--- src/rtl/nfc_mif_wr_if.sv ---
`default_nettype none
// ============================================================================
// Interface : nfc_mif_wr_if
// Purpose   : NF_IF byte stream in, buffer-RAM write port and ECC byte
//             strobe out, for the flash-read write path.
// Revision  : 1.0 - initial release
// ============================================================================
interface nfc_mif_wr_if #(
   parameter int DAT_WID = 16
);
   logic               nfif_data_wr;
   logic [DAT_WID-1:0] nfif_data_out;
   logic               nfif_wr_rdy;
   logic               mif_ecc_wr;
   logic [7:0]         mif_ecc_dat;
   logic               mif_wr_done;
   logic [12:0]        nfc_ram_addr;
   logic               nfc_ram_cen;
   logic [1:0]         nfc_ram_wen;
   logic [15:0]        nfc_ram_din;

   modport master (
      output nfif_data_wr, nfif_data_out,
      input  nfif_wr_rdy, mif_ecc_wr, mif_ecc_dat, mif_wr_done,
      input  nfc_ram_addr, nfc_ram_cen, nfc_ram_wen, nfc_ram_din
   );

   modport slave (
      input  nfif_data_wr, nfif_data_out,
      output nfif_wr_rdy, mif_ecc_wr, mif_ecc_dat, mif_wr_done,
      output nfc_ram_addr, nfc_ram_cen, nfc_ram_wen, nfc_ram_din
   );
endinterface
`default_nettype wire

--- src/rtl/nfc_mif_wr.sv ---
`default_nettype none
// ============================================================================
// Module   : nfc_mif_wr
// Purpose  : Flash-read write path: stores NF_IF bytes into the 16-bit buffer
//            RAM (data/spare regions) and forwards ECC bytes to the decoder.
//            Define NFC_MIF_WR_SPA_EN to include the spare-region section.
// Revision : 1.0 - initial release
// ============================================================================
module nfc_mif_wr #(
   parameter int DAT_WID = 16
) (
   input  logic        clk,
   input  logic        rst_n,
   input  logic        nfc_dat_en,
   input  logic        nfc_dat_dir,
   input  logic [11:0] nfc_blk_len,
   input  logic [3:0]  nfc_spa_len,
   input  logic [1:0]  nfc_ecc_len,
   input  logic [13:0] nfc_trn_cnt,
   input  logic [13:0] nfc_dat_addr,
   input  logic [13:0] nfc_spa_addr,
   nfc_mif_wr_if.slave bus
);

   typedef enum logic [1:0] {
      S_IDLE = 2'd0,
      S_DAT  = 2'd1,
      S_SPA  = 2'd2,
      S_ECC  = 2'd3
   } state_t;

   state_t      r_state, w_state_nxt, w_after_dat, w_after_spa;
   logic [13:0] r_tot_cnt, r_dat_ptr, w_ptr, w_tot_inc;
   logic [11:0] r_sec_cnt, w_sec_end;
   logic [4:0]  w_ecc_len;
   logic [7:0]  w_byte;
   logic        w_start, w_acc, w_sec_last, w_done, w_spa_nz, w_ecc_nz;
   logic        w_unused_hi;

   logic        r_ecc_wr, r_done, r_ram_cen;
   logic [7:0]  r_ecc_dat;
   logic [12:0] r_ram_addr;
   logic [1:0]  r_ram_wen;
   logic [15:0] r_ram_din;

   assign w_byte      = bus.nfif_data_out[7:0];
   assign w_unused_hi = ^bus.nfif_data_out[DAT_WID-1:8];
   assign w_start     = (r_state == S_IDLE) && nfc_dat_en && !nfc_dat_dir;
   assign w_tot_inc   = r_tot_cnt + 14'd1;
   assign w_ecc_nz    = (w_ecc_len != 5'd0);
   assign w_sec_last  = (r_sec_cnt == w_sec_end);

   always_comb begin
      case (nfc_ecc_len)
         2'b01:   w_ecc_len = 5'd18;
         2'b10:   w_ecc_len = 5'd25;
         default: w_ecc_len = 5'd0;
      endcase
   end

   // A block length of 0 wraps to 4095 here, i.e. a 4096-byte section.
   always_comb begin
      w_sec_end = nfc_blk_len - 12'd1;
      if (r_state == S_ECC)
         w_sec_end = {7'd0, w_ecc_len - 5'd1};
`ifdef NFC_MIF_WR_SPA_EN
      else if (r_state == S_SPA)
         w_sec_end = {8'd0, nfc_spa_len - 4'd1};
`endif
   end

`ifdef NFC_MIF_WR_SPA_EN
   logic [13:0] r_spa_ptr;

   assign w_spa_nz = (nfc_spa_len != 4'd0);
   assign w_ptr    = (r_state == S_SPA) ? r_spa_ptr : r_dat_ptr;

   always_ff @(posedge clk or negedge rst_n) begin
      if (!rst_n)
         r_spa_ptr <= 14'd0;
      else if (w_start)
         r_spa_ptr <= nfc_spa_addr;
      else if (w_acc && (r_state == S_SPA))
         r_spa_ptr <= r_spa_ptr + 14'd1;
   end
`else
   logic w_unused_spa;

   assign w_spa_nz     = 1'b0;
   assign w_ptr        = r_dat_ptr;
   assign w_unused_spa = ^{nfc_spa_len, nfc_spa_addr};
`endif

   assign w_after_dat = w_spa_nz ? S_SPA : (w_ecc_nz ? S_ECC : S_DAT);
   assign w_after_spa = w_ecc_nz ? S_ECC : S_DAT;

   always_ff @(posedge clk or negedge rst_n) begin
      if (!rst_n)
         r_state <= S_IDLE;
      else
         r_state <= w_state_nxt;
   end

   always_comb begin
      w_state_nxt = r_state;
      w_acc       = 1'b0;
      w_done      = 1'b0;
      if (r_state == S_IDLE) begin
         if (w_start)
            w_state_nxt = S_DAT;
      end else if (r_tot_cnt == nfc_trn_cnt) begin
         // Only reachable on entry with an empty transfer: finish without a write.
         w_state_nxt = S_IDLE;
         w_done      = 1'b1;
      end else begin
         w_acc = bus.nfif_data_wr;
         if (w_acc && (w_tot_inc == nfc_trn_cnt)) begin
            w_state_nxt = S_IDLE;
            w_done      = 1'b1;
         end else if (!nfc_dat_en) begin
            w_state_nxt = S_IDLE;
         end else if (w_acc && w_sec_last) begin
            case (r_state)
               S_DAT:   w_state_nxt = w_after_dat;
               S_SPA:   w_state_nxt = w_after_spa;
               default: w_state_nxt = S_DAT;
            endcase
         end
      end
   end

   always_ff @(posedge clk or negedge rst_n) begin
      if (!rst_n) begin
         r_tot_cnt <= 14'd0;
         r_sec_cnt <= 12'd0;
         r_dat_ptr <= 14'd0;
      end else if (w_start) begin
         r_tot_cnt <= 14'd0;
         r_sec_cnt <= 12'd0;
         r_dat_ptr <= nfc_dat_addr;
      end else if (w_acc) begin
         r_tot_cnt <= w_tot_inc;
         r_sec_cnt <= w_sec_last ? 12'd0 : r_sec_cnt + 12'd1;
         if (r_state == S_DAT)
            r_dat_ptr <= r_dat_ptr + 14'd1;
      end
   end

   always_ff @(posedge clk or negedge rst_n) begin
      if (!rst_n) begin
         r_ecc_wr   <= 1'b0;
         r_ecc_dat  <= 8'd0;
         r_done     <= 1'b0;
         r_ram_addr <= 13'd0;
         r_ram_cen  <= 1'b1;
         r_ram_wen  <= 2'b11;
         r_ram_din  <= 16'd0;
      end else begin
         r_ecc_wr  <= 1'b0;
         r_ram_cen <= 1'b1;
         r_ram_wen <= 2'b11;
         r_done    <= w_done;
         if (w_acc) begin
            if (r_state == S_ECC) begin
               r_ecc_wr  <= 1'b1;
               r_ecc_dat <= w_byte;
            end else begin
               r_ram_cen  <= 1'b0;
               r_ram_addr <= w_ptr[13:1];
               r_ram_din  <= {w_byte, w_byte};
               r_ram_wen  <= w_ptr[0] ? 2'b01 : 2'b10;
            end
         end
      end
   end

   assign bus.nfif_wr_rdy  = (r_state != S_IDLE);
   assign bus.mif_ecc_wr   = r_ecc_wr;
   assign bus.mif_ecc_dat  = r_ecc_dat;
   assign bus.mif_wr_done  = r_done;
   assign bus.nfc_ram_addr = r_ram_addr;
   assign bus.nfc_ram_cen  = r_ram_cen;
   assign bus.nfc_ram_wen  = r_ram_wen;
   assign bus.nfc_ram_din  = r_ram_din;

endmodule
`default_nettype wire

--- src/flat_wrapper.sv ---
// flat-port wrapper written by rule: the top's interface ports become plain ports
module nfc_mif_wr_flat 
#(
   parameter int DAT_WID = 16
)
  (clk, rst_n, nfc_dat_en, nfc_dat_dir, nfc_blk_len, nfc_spa_len, nfc_ecc_len, nfc_trn_cnt, nfc_dat_addr, nfc_spa_addr, bus_nfif_data_wr, bus_nfif_data_out, bus_nfif_wr_rdy, bus_mif_ecc_wr, bus_mif_ecc_dat, bus_mif_wr_done, bus_nfc_ram_addr, bus_nfc_ram_cen, bus_nfc_ram_wen, bus_nfc_ram_din);
  nfc_mif_wr_if #(.DAT_WID(DAT_WID)) bus_i ();
  input  logic clk;
  input  logic rst_n;
  input  logic nfc_dat_en;
  input  logic nfc_dat_dir;
  input  logic [11:0] nfc_blk_len;
  input  logic [3:0] nfc_spa_len;
  input  logic [1:0] nfc_ecc_len;
  input  logic [13:0] nfc_trn_cnt;
  input  logic [13:0] nfc_dat_addr;
  input  logic [13:0] nfc_spa_addr;
  input wire logic [$bits(bus_i.nfif_data_wr)-1:0] bus_nfif_data_wr;
  input wire logic [$bits(bus_i.nfif_data_out)-1:0] bus_nfif_data_out;
  output wire logic [$bits(bus_i.nfif_wr_rdy)-1:0] bus_nfif_wr_rdy;
  output wire logic [$bits(bus_i.mif_ecc_wr)-1:0] bus_mif_ecc_wr;
  output wire logic [$bits(bus_i.mif_ecc_dat)-1:0] bus_mif_ecc_dat;
  output wire logic [$bits(bus_i.mif_wr_done)-1:0] bus_mif_wr_done;
  output wire logic [$bits(bus_i.nfc_ram_addr)-1:0] bus_nfc_ram_addr;
  output wire logic [$bits(bus_i.nfc_ram_cen)-1:0] bus_nfc_ram_cen;
  output wire logic [$bits(bus_i.nfc_ram_wen)-1:0] bus_nfc_ram_wen;
  output wire logic [$bits(bus_i.nfc_ram_din)-1:0] bus_nfc_ram_din;
  assign bus_i.nfif_data_wr = bus_nfif_data_wr;
  assign bus_i.nfif_data_out = bus_nfif_data_out;
  assign bus_nfif_wr_rdy = bus_i.nfif_wr_rdy;
  assign bus_mif_ecc_wr = bus_i.mif_ecc_wr;
  assign bus_mif_ecc_dat = bus_i.mif_ecc_dat;
  assign bus_mif_wr_done = bus_i.mif_wr_done;
  assign bus_nfc_ram_addr = bus_i.nfc_ram_addr;
  assign bus_nfc_ram_cen = bus_i.nfc_ram_cen;
  assign bus_nfc_ram_wen = bus_i.nfc_ram_wen;
  assign bus_nfc_ram_din = bus_i.nfc_ram_din;
  nfc_mif_wr #(.DAT_WID(DAT_WID)) u_core (.clk(clk), .rst_n(rst_n), .nfc_dat_en(nfc_dat_en), .nfc_dat_dir(nfc_dat_dir), .nfc_blk_len(nfc_blk_len), .nfc_spa_len(nfc_spa_len), .nfc_ecc_len(nfc_ecc_len), .nfc_trn_cnt(nfc_trn_cnt), .nfc_dat_addr(nfc_dat_addr), .nfc_spa_addr(nfc_spa_addr), .bus(bus_i));
endmodule
--- config.mk ---
export PLATFORM = sky130hd
export DESIGN_NAME = nfc_mif_wr_flat
export DESIGN_NICKNAME = d
export VERILOG_FILES = /design/src/rtl/nfc_mif_wr_if.sv /design/src/rtl/nfc_mif_wr.sv /design/src/flat_wrapper.sv
export SDC_FILE = /design/constraint.sdc
export NUM_CORES = 1
export LEC_CHECK = 0
export BUFFER_PORTS_ARGS = -buffer_cell sky130_fd_sc_hd__buf_2
export CORE_MARGIN = 1.5
export CORE_UTILIZATION = 54
export CTS_CLUSTER_DIAMETER = 100
export CTS_CLUSTER_SIZE = 20
export DETAILED_ROUTE_END_ITERATION = 6
export PLACE_DENSITY = 0.81
export SYNTH_ARGS = -nofsm -noshare
export SYNTH_HDL_FRONTEND = slang
export SYNTH_SLANG_ARGS = --single-unit
--- constraint.sdc ---
create_clock -name clk -period 3.7 [get_ports clk]
set_input_delay 0.74 -clock clk [delete_from_list [all_inputs] [get_ports clk]]
set_output_delay 0.74 -clock clk [all_outputs]
set_load 0.005 [all_outputs]
# Yosys cells after proc, flatten, opt, wreduce, memory -nomap -nowiden
# Index checks and enable logic that the tools add are counted.
# classes
n_eq_ne	10
bitwise_logic	1
muxes	29
reduce_logical	15
addsub	5
# op_table
op	n
$mux 14	5
$mux 12	4
$add 14x1->14 const B	2
$eq 14x14->1	2
$mux 2	11
$add 12x1->12 const B	1
$eq 12x12->1	1
$sub 12x1->12 const B	1
$pmux 5 s2	1
$mux 1	8
$reduce_and 2->1	4
$eq 2x2->1 const B	3
$reduce_bool 2->1	3
$ne 5x1->1 const B	1
$reduce_bool 5->1	1
$sub 5x1->5 const B	1
$eq 2x1->1 const B	2
$logic_and 1x1->1	4
$logic_not 2->1	1
$ne 2x1->1 const B	1
$reduce_or 2->1	1
$logic_not 1->1	1
$not 1->1	1
# totals
regBits	84
output_inout_bits	43
wordCells	71

# Longest topological paths before layout
# Gate-level depths: netlist of run 1.
# logic_depth
word_depth	11
ltp_mapped	11
depth_no_buf	9

# Worst setup path before layout of run 1
# No wires, ideal clock.
# synth_path
path_kind	input -> register
startpoint	input port nfc_blk_len[0]
endpoint	register u_core.r_sec_cnt[0]
path_buffers	1
path_stages	10
setup_time_ns	0.125
t_required_ns	3.575
slack_ns	0.189
arrival_time_ns	3.386
path_cell_list	inv_1 > ha_1 > or3b_1 > buf_2 > or4b_1 > and3_1 > or4_4 > nor4_4 > nor2_1 > mux2_2
# synth_via
elab_chain_cells	6
# synth_lines
item	line_no	text
start, declared	flat_wrapper.sv:12	input logic [11:0] nfc_blk_len;
$sub 12x1->12	nfc_mif_wr.sv:63	w_sec_end = nfc_blk_len - 12'd1;
$mux 12	nfc_mif_wr.sv:64	if (r_state == S_ECC)
$eq 12x12->1	nfc_mif_wr.sv:51	assign w_sec_last = (r_sec_cnt == w_sec_end);
$mux 12	nfc_mif_wr.sv:143	r_sec_cnt <= w_sec_last ? 12'd0 : r_sec_cnt + 12'd1;
$mux 12	nfc_mif_wr.sv:141	end else if (w_acc) begin
$mux 12	nfc_mif_wr.sv:137	end else if (w_start) begin
end signal, assigned	nfc_mif_wr.sv:143	
end, declared	nfc_mif_wr.sv:34	logic [11:0] r_sec_cnt, w_sec_end;
# No other way between the ends. The select of a mux whose other input is x is not followed.
# A chain may end at the register's enable or synchronous reset.

# Final worst setup path of run 1
# layout_path
startpoint	input port nfc_blk_len[0]
endpoint	register u_core.r_sec_cnt[6]
# Same word-level chain as after synthesis.

==> flow_summary.yaml, run 1 <==
sta:
  layout_min_cycle_time_ns: 3.272
  tns_ns: 0
  hold_viol_final: 0
  maxSlewViolCount: 0
  layout_worst_path_cycle_share: 0.8843
  worst_slack_ns: 0.4282
  slew_headroom: 0.2912
  max_slew.worst_pin.slew_ns: 1.062
  fin_worst_skew_ns: 0.01093
  max_freq_mhz: 305.6
  rsz0062_at_grt: "no"
  setup_viol: 0
worst_hold_path:
  min-delay-path-class: "flip-flop to flip-flop"
placement:
  numPortBuffers: 97
  place_congestion: 0.9246
  dp_hpwl_microns: 8150
  placed_cell_count: 684
  preCtsSetupSlack_ns: 0.09512
logic_synthesis:
  postSynthNetCount: 600
  ys_async_sr_fraction: 1.000
  avgSynthCellArea_sq_um: 9.348
  netlist.top_cell.by_area: "dfrtp_1"
  post_synth_main_area_contributors: "dfrtp_1 (38%), xnor2_1 (7.7%), mux2_2 (6.4%)"
  yosysSeqAreaShare: 0.4005
  post_synth_most_frequent_cells: "dfrtp_1 (73), o21ai_0 (42), xnor2_1 (42)"
  synth_warnings: 0
  yosys_register_bits: 76
  synth_top_area_frac: 0.3839
  count_of_flip_flops_with_a_built_in_enable_after_synthesis: 0
  synth.lib_cells_used.distinct: 62
  post_synth_inst_count: 509
  synth.most_common_cell: "dfrtp_1"
  synthesized_cell_area_sq_um: 4758
  synth-main-ff-cell: "dfrtp_1"
power_and_ir_drop:
  power_frac_comb: 0.341
  worst_ir_drop_vdd_mv: 0.3981
  pwr-share-seq: 0.445
  power_switching_mw: 1.104
  switching_power_as_a_share_of_total_power: 0.3663
  p_int_mw: 1.910
  power.leakage_nw: 2.382
  clock_power_share: 0.213
  cellPowerDensity_nw_per_um2: 551.2
routing:
  first_iter_violations: 174
  ant_nets: 0
  drt_pre_antenna_iters: 4
  via_density_per_instance: 5.896
  routed_wire_length_per_instance_microns: 15.70
  detail_route.wirelength_microns: 10990
  drt_drc_violations_left: 0
  via_count: 4127
clock_network:
  holdBufCountCts: 0
  cts_made_buffers: 9
  cts.repair_timing.setup_buffer_count: 0
  cts-resized-gates: 0
  clock_sink_count: 76
  cts.path.max_buffers: 2
  tritoncts: "built"
  clk_latency_ns: 0.35
  cts.root.buffer_cell: "clkbuf_8"
  worst_setup_hold_path_clk_slew_ns: 0.08
  clock_tree.htree_level_count: 3
finish:
  final.fill_count: 752
  ant_diodes: 0
  layoutNonFillerInstCount: 700
  drive_above_1_share: 0.2720
  final_net_count: 678
  syn_to_final_growth_pct: 14.94
die:
  design.portCount: 124
  fp.dieArea_sq_um: 9384
  placementRows: 34
  start_util: 0.5510
  die_height_microns: 96.87
  core_outline_area_sq_um: 8636
  chipWidth_microns: 96.87
global_route:
  grt_pass1_vias: 4103
  gr-total-overflow: 0
  grt_first_pass_wirelength_microns: 19040
  grt_start_max_net_pins: 77
  grt_antenna_before_repair: 0
  grt_use_total: 0.2431
critical_path:
  crit_path_end_kind: "flip-flop"
  critPathLaunchType: "primary input"
  cp.arrival_ns: 3.51
  worst-setup-path-type: "primary input to flip-flop"
  critPathMaxStageDelay_ns: 0.50
  slowest_stage: "or4b_1"
  worst-endpoint-required_ns: 3.94
  worstPathCellList: "buf_2 -> inv_1 -> ha_1 -> or3b_1 -> or4b_1 -> and3_1 -> or4_4 -> nor4_4 -> buf_4 -> nor3_1 -> o31a_1"
  timing.critical_path.fanout_max: 13
run:
  drv_cap: 0
status:
  outcome: "completed"
## routing by layer
layer | up-vias | wire, microns | track usage
met2 | 113 | 5463 | 0.4104
met3 | 19 | 509 | 0.04624
met5 | - | 0 | 0
li1 | 1983 | - | -
met4 | 0 | 154 | 0.07581
met1 | 2012 | 4865 | 0.3165
## critical path, delay by kind of cell
kind / cells / cell delay [ns]
buf+inv: 3 / 0.45
simple gates: 6 / 1.92
compound gates: 1 / 0.23
fa+ha+maj: 1 / 0.17
## state kept, by name, indices dropped and copies added, names as in the netlist, 2 cells and up
name and flops:
u_core.r_sec_cnt 12, u_core.bus.mif_ecc_dat 8, u_core.bus.nfc_ram_din 8, u_core.r_tot_cnt 14, u_core.bus.nfc_ram_wen 2, u_core.bus.nfc_ram_addr 13, u_core.r_dat_ptr 14, u_core.r_state 2
## power groups by stage
stage          combinational, mW  clock [mW]  sequential (mW)
2_1_floorplan              0.750           0             1.28
3_3_place_gp               0.997           0             1.33
3_5_place_dp                1.03           0             1.36
4_1_cts                     1.04       0.653             1.34
5_1_grt                     1.15       0.690             1.38
6_report                    1.03       0.643             1.34
## stage by stage
stage | hold slack (ns) | utilization | instance area, sq um | power [mW]
floorplan | 0.4444 | - | 4758 | 2.026
global placement | 0.4866 | 0.6101 | 5269 | 2.326
detailed placement | 0.4888 | 0.6101 | 5269 | 2.390
CTS | 0.5082 | 0.6333 | 5469 | 3.032
global route | 0.5262 | 0.6333 | 5469 | 3.221
finish | 0.4978 | 0.6333 | 5469 | 3.014
## placed cells by master (no fill, tap or decap), types with 12 or more instances in the layout
master,n
a21oi_1,12
buf_2,96
dfrtp_1,73
inv_1,18
mux2_2,27
nand2_1,41
nand3_1,20
nand4_1,15
nor2_1,24
nor3_1,14
o21ai_0,42
xnor2_1,42
## cells by family (layout without fill, tap and decap cells)
kind of cell               Yosys count  in the layout  synth area share
buffers and inverters               57            140           0.05364
xor gates and xnor gates            51             51           0.09387
DFF                                 76             76            0.4005
adders and majority gates           10             10           0.02630
and+or+nand+nor                    184            184            0.2185
AOI/OAI and AO/OA                   99             99            0.1328
muxes                               32             32           0.07442
## layout make-up
class	instances	area, sq um	share of cell area
Clock buffer	9	123.9	0.02265
Timing Repair Buffer	106	555.5	0.1016
Sequential cell	76	1906	0.3484
Tap cell	108	135.1	0.02471
Inverter	18	67.56	0.01235
Clock inverter	7	76.32	0.01396
Multi-Input combinational cell	376	2605	0.4763
## path summary, 6_finish.rpt
kind                       depth (start not counted)                 from  slack, ns                   endpoint
setup / recovery                                  11       nfc_blk_len[0]       0.43        u_core.r_sec_cnt[6]
hold / removal                                     1  u_core.r_dat_ptr[0]       0.50  u_core.bus.nfc_ram_wen[1]
setup reg to reg                                   8    u_core.r_state[0]       0.64        u_core.r_sec_cnt[6]
hold reg to reg                                    1  u_core.r_dat_ptr[0]       0.50  u_core.bus.nfc_ram_wen[1]
max in group asynchronous                          1                rst_n       2.58        u_core.r_sec_cnt[5]
min in group asynchronous                          1                rst_n       0.54        u_core.r_tot_cnt[2]
(Power assumes the default switching activity.)
==> run 2, diff against run 1 <==
--- a/config.mk
+++ b/config.mk
@@ -5,6 +5,7 @@
 export SDC_FILE = /design/constraint.sdc
 export NUM_CORES = 1
 export LEC_CHECK = 0
+export ABC_AREA = 1
 export BUFFER_PORTS_ARGS = -buffer_cell sky130_fd_sc_hd__buf_2
 export CORE_MARGIN = 1.5
 export CORE_UTILIZATION = 54
==> flow_summary.yaml, run 2 <==
status:
  outcome: "completed"
global_route:
  grt_pass1_vias: 4400
  grt_first_pass_wirelength_microns: 18810
  grt_start_max_net_pins: 77
  grt_antenna_before_repair: 0
  grt_use_total: 0.2395
  gr-total-overflow: 0
routing:
  drt_drc_violations_left: 0
  detail_route.wirelength_microns: 10950
  routed_wire_length_per_instance_microns: 12.79
  via_density_per_instance: 5.224
  via_count: 4472
  drt_pre_antenna_iters: 4
  first_iter_violations: 189
  ant_nets: 0
placement:
  placed_cell_count: 840
  dp_hpwl_microns: 8198
  numPortBuffers: 97
  place_congestion: 0.8981
power_and_ir_drop:
  worst_ir_drop_vdd_mv: 0.3402
  cellPowerDensity_nw_per_um2: 551.8
  power.leakage_nw: 2.820
critical_path:
  worst-endpoint-required_ns: 3.92
  r2r_path_start: "u_core.r_state[0]"
  timing.critical_path.fanout_max: 17
  worst_setup_path_startpoint: "u_core.r_state[0]"
  critPathMaxStageDelay_ns: 0.42
  path_common_cell: "nand3_1"
  cp.buffers_inverters: 1
  slowest_stage: "dfrtp_1"
  cp.arrival_ns: 2.64
  critPathLaunchType: "flip-flop"
  crit_path_end_kind: "flip-flop"
  worstPathCellList: "ha_1 -> inv_2 -> nand2_1 -> nand3_1 -> nand2_1 -> nor2_1 -> nand3_1 -> nor2_1 -> nand3_1 -> nor2_1 -> nand3_1 -> nand2_2 -> o22ai_1"
  worst-setup-path-type: "flip-flop to flip-flop"
  worst_path_dominant_cell_family: "simple AND/OR/NAND/NOR gates"
finish:
  syn_to_final_growth_pct: 14.08
  ant_diodes: 0
  final.fill_count: 775
  final_common_cell: "nand2_1"
  final_net_count: 834
  drive_above_1_share: 0.2019
  layoutNonFillerInstCount: 856
  layout_common_cells: "nand2_1 (174), buf_2 (96), inv_1 (87)"
sta:
  slew_headroom: 0.3852
  rsz0062_at_grt: "no"
  fin_worst_skew_ns: 0.007830
  layout_min_cycle_time_ns: 2.412
  tns_ns: 0
  hold_viol_final: 0
  max_freq_mhz: 414.6
  max_slew.worst_pin.slew_ns: 0.9221
  layout_worst_path_cycle_share: 0.6519
  maxSlewViolCount: 0
  setup_viol: 0
logic_synthesis:
  count_of_flip_flops_with_a_built_in_enable_after_synthesis: 0
  synth.most_common_cell: "nand2_1"
  yosysSeqAreaShare: 0.3985
  avgSynthCellArea_sq_um: 7.290
  synth-main-ff-cell: "dfrtp_1"
  yosys_register_bits: 76
  synth_top_area_frac: 0.3820
  post_synth_inst_count: 656
  synth.lib_cells_used.distinct: 39
  post_synth_main_area_contributors: "dfrtp_1 (38%), nand2_1 (14%), inv_1 (6.8%)"
  post_synth_most_frequent_cells: "nand2_1 (174), inv_1 (87), dfrtp_1 (73)"
  postSynthNetCount: 747
  ys_async_sr_fraction: 1.000
  synth_warnings: 0
  netlist.top_cell.by_area: "dfrtp_1"
  synthesized_cell_area_sq_um: 4782
clock_network:
  clk_latency_ns: 0.35
  tritoncts: "built"
  worst_setup_hold_path_clk_slew_ns: 0.09
  cts_made_buffers: 9
  cts.root.buffer_cell: "clkbuf_8"
  holdBufCountCts: 0
  clock_tree.htree_level_count: 3
  cts-resized-gates: 0
  clock_sink_count: 76
  cts.repair_timing.setup_buffer_count: 0
  cts.path.max_buffers: 2
run:
  drv_cap: 0
worst_hold_path:
  min-delay-path-class: "flip-flop to flip-flop"
  min_from: "u_core.r_tot_cnt[13]"
die:
  design.portCount: 124
  chipWidth_microns: 97.11
  placementRows: 34
  fp.dieArea_sq_um: 9429
  start_util: 0.5538
  die_height_microns: 97.11
  core_outline_area_sq_um: 8636
## run 2: cell types whose count changed in the layout (fill, tap and decap cells not counted), sizes merged, moves of 27 or more
cell and change:
mux2 -27, nand2 +137, nor2 +30, xnor2 -33, inv +80, nand3 +46
## run 2: final cells by class
class                           instances  area (sq um)  area share
Sequential cell                        76          1906      0.3493
Clock inverter                          7         58.81     0.01078
Timing Repair Buffer                   98         495.5     0.09083
Tap cell                              108         135.1     0.02477
Clock buffer                            9         123.9     0.02271
Multi-Input combinational cell        460          2369      0.4342
Inverter                               98         367.9     0.06743
## run 2: power breakdown
part | internal [mW] | total (mW) | leakage (nW) | switching, mW
clock | 0.252 | 0.598 | 0.0864 | 0.346
sequential | 1.08 | 1.29 | 0.981 | 0.212
combinational | 0.444 | 1.12 | 1.75 | 0.678
total | 1.77 | 3.01 | 2.82 | 1.24
## run 2: path summary, 6_finish.rpt
path	endpoint	slack (ns)	cells past startpoint
worst min register to register	u_core.r_tot_cnt[13]	0.48	1
min in group asynchronous	u_core.bus.nfc_ram_addr[3]	0.52	1
worst min-delay path	u_core.r_tot_cnt[13]	0.48	1
worst max-delay path	u_core.r_sec_cnt[3]	1.29	13
worst max register to register	u_core.r_sec_cnt[3]	1.29	13
max in group asynchronous	u_core.r_dat_ptr[12]	2.59	1
## run 2: metal layers
layer | wire, microns | global-route usage | share of wire
met5 | 0 | 0 | 0
met1 | 4947 | 0.3124 | 0.45
met3 | 629 | 0.04317 | 0.057
met2 | 5017 | 0.3900 | 0.46
met4 | 357 | 0.1081 | 0.033
## run 2: worst register-to-register path, stage by stage, from the launching register on
cell and delay (ns):
dfrtp_1 0.42, ha_1 0.31, inv_2 0.26, nand2_1 0.15, nand3_1 0.11, nand2_1 0.06
nor2_1 0.08, nand3_1 0.08, nor2_1 0.10, nand3_1 0.10, nor2_1 0.12, nand3_1 0.17
nand2_2 0.22, o22ai_1 0.10
## run 2: cell families after synthesis
kind of cell,share of synthesized area
buffers and inverters,0.1073
XOR/XNOR,0.05495
adder cells (fa/ha/maj),0.02616
multiplexers,0.002093
AND/OR/NAND/NOR,0.2978
AO/OA/AOI/OAI,0.1133
flip-flops,0.3985
## run 2: per-stage QoR
stage | utilization | power [mW] | hold WS [ns] | instance area, sq um | worst slack [ns]
after floorplan | - | 2.086 | 0.4382 | 4782 | 1.500
after global placement | 0.6105 | 2.363 | 0.4641 | 5273 | 1.070
after detailed placement | 0.6105 | 2.423 | 0.4734 | 5273 | 0.9685
after CTS | 0.6317 | 3.022 | 0.4879 | 5455 | 1.293
after global routing | 0.6317 | 3.242 | 0.5249 | 5455 | 1.079
final | 0.6317 | 3.010 | 0.4833 | 5455 | 1.288
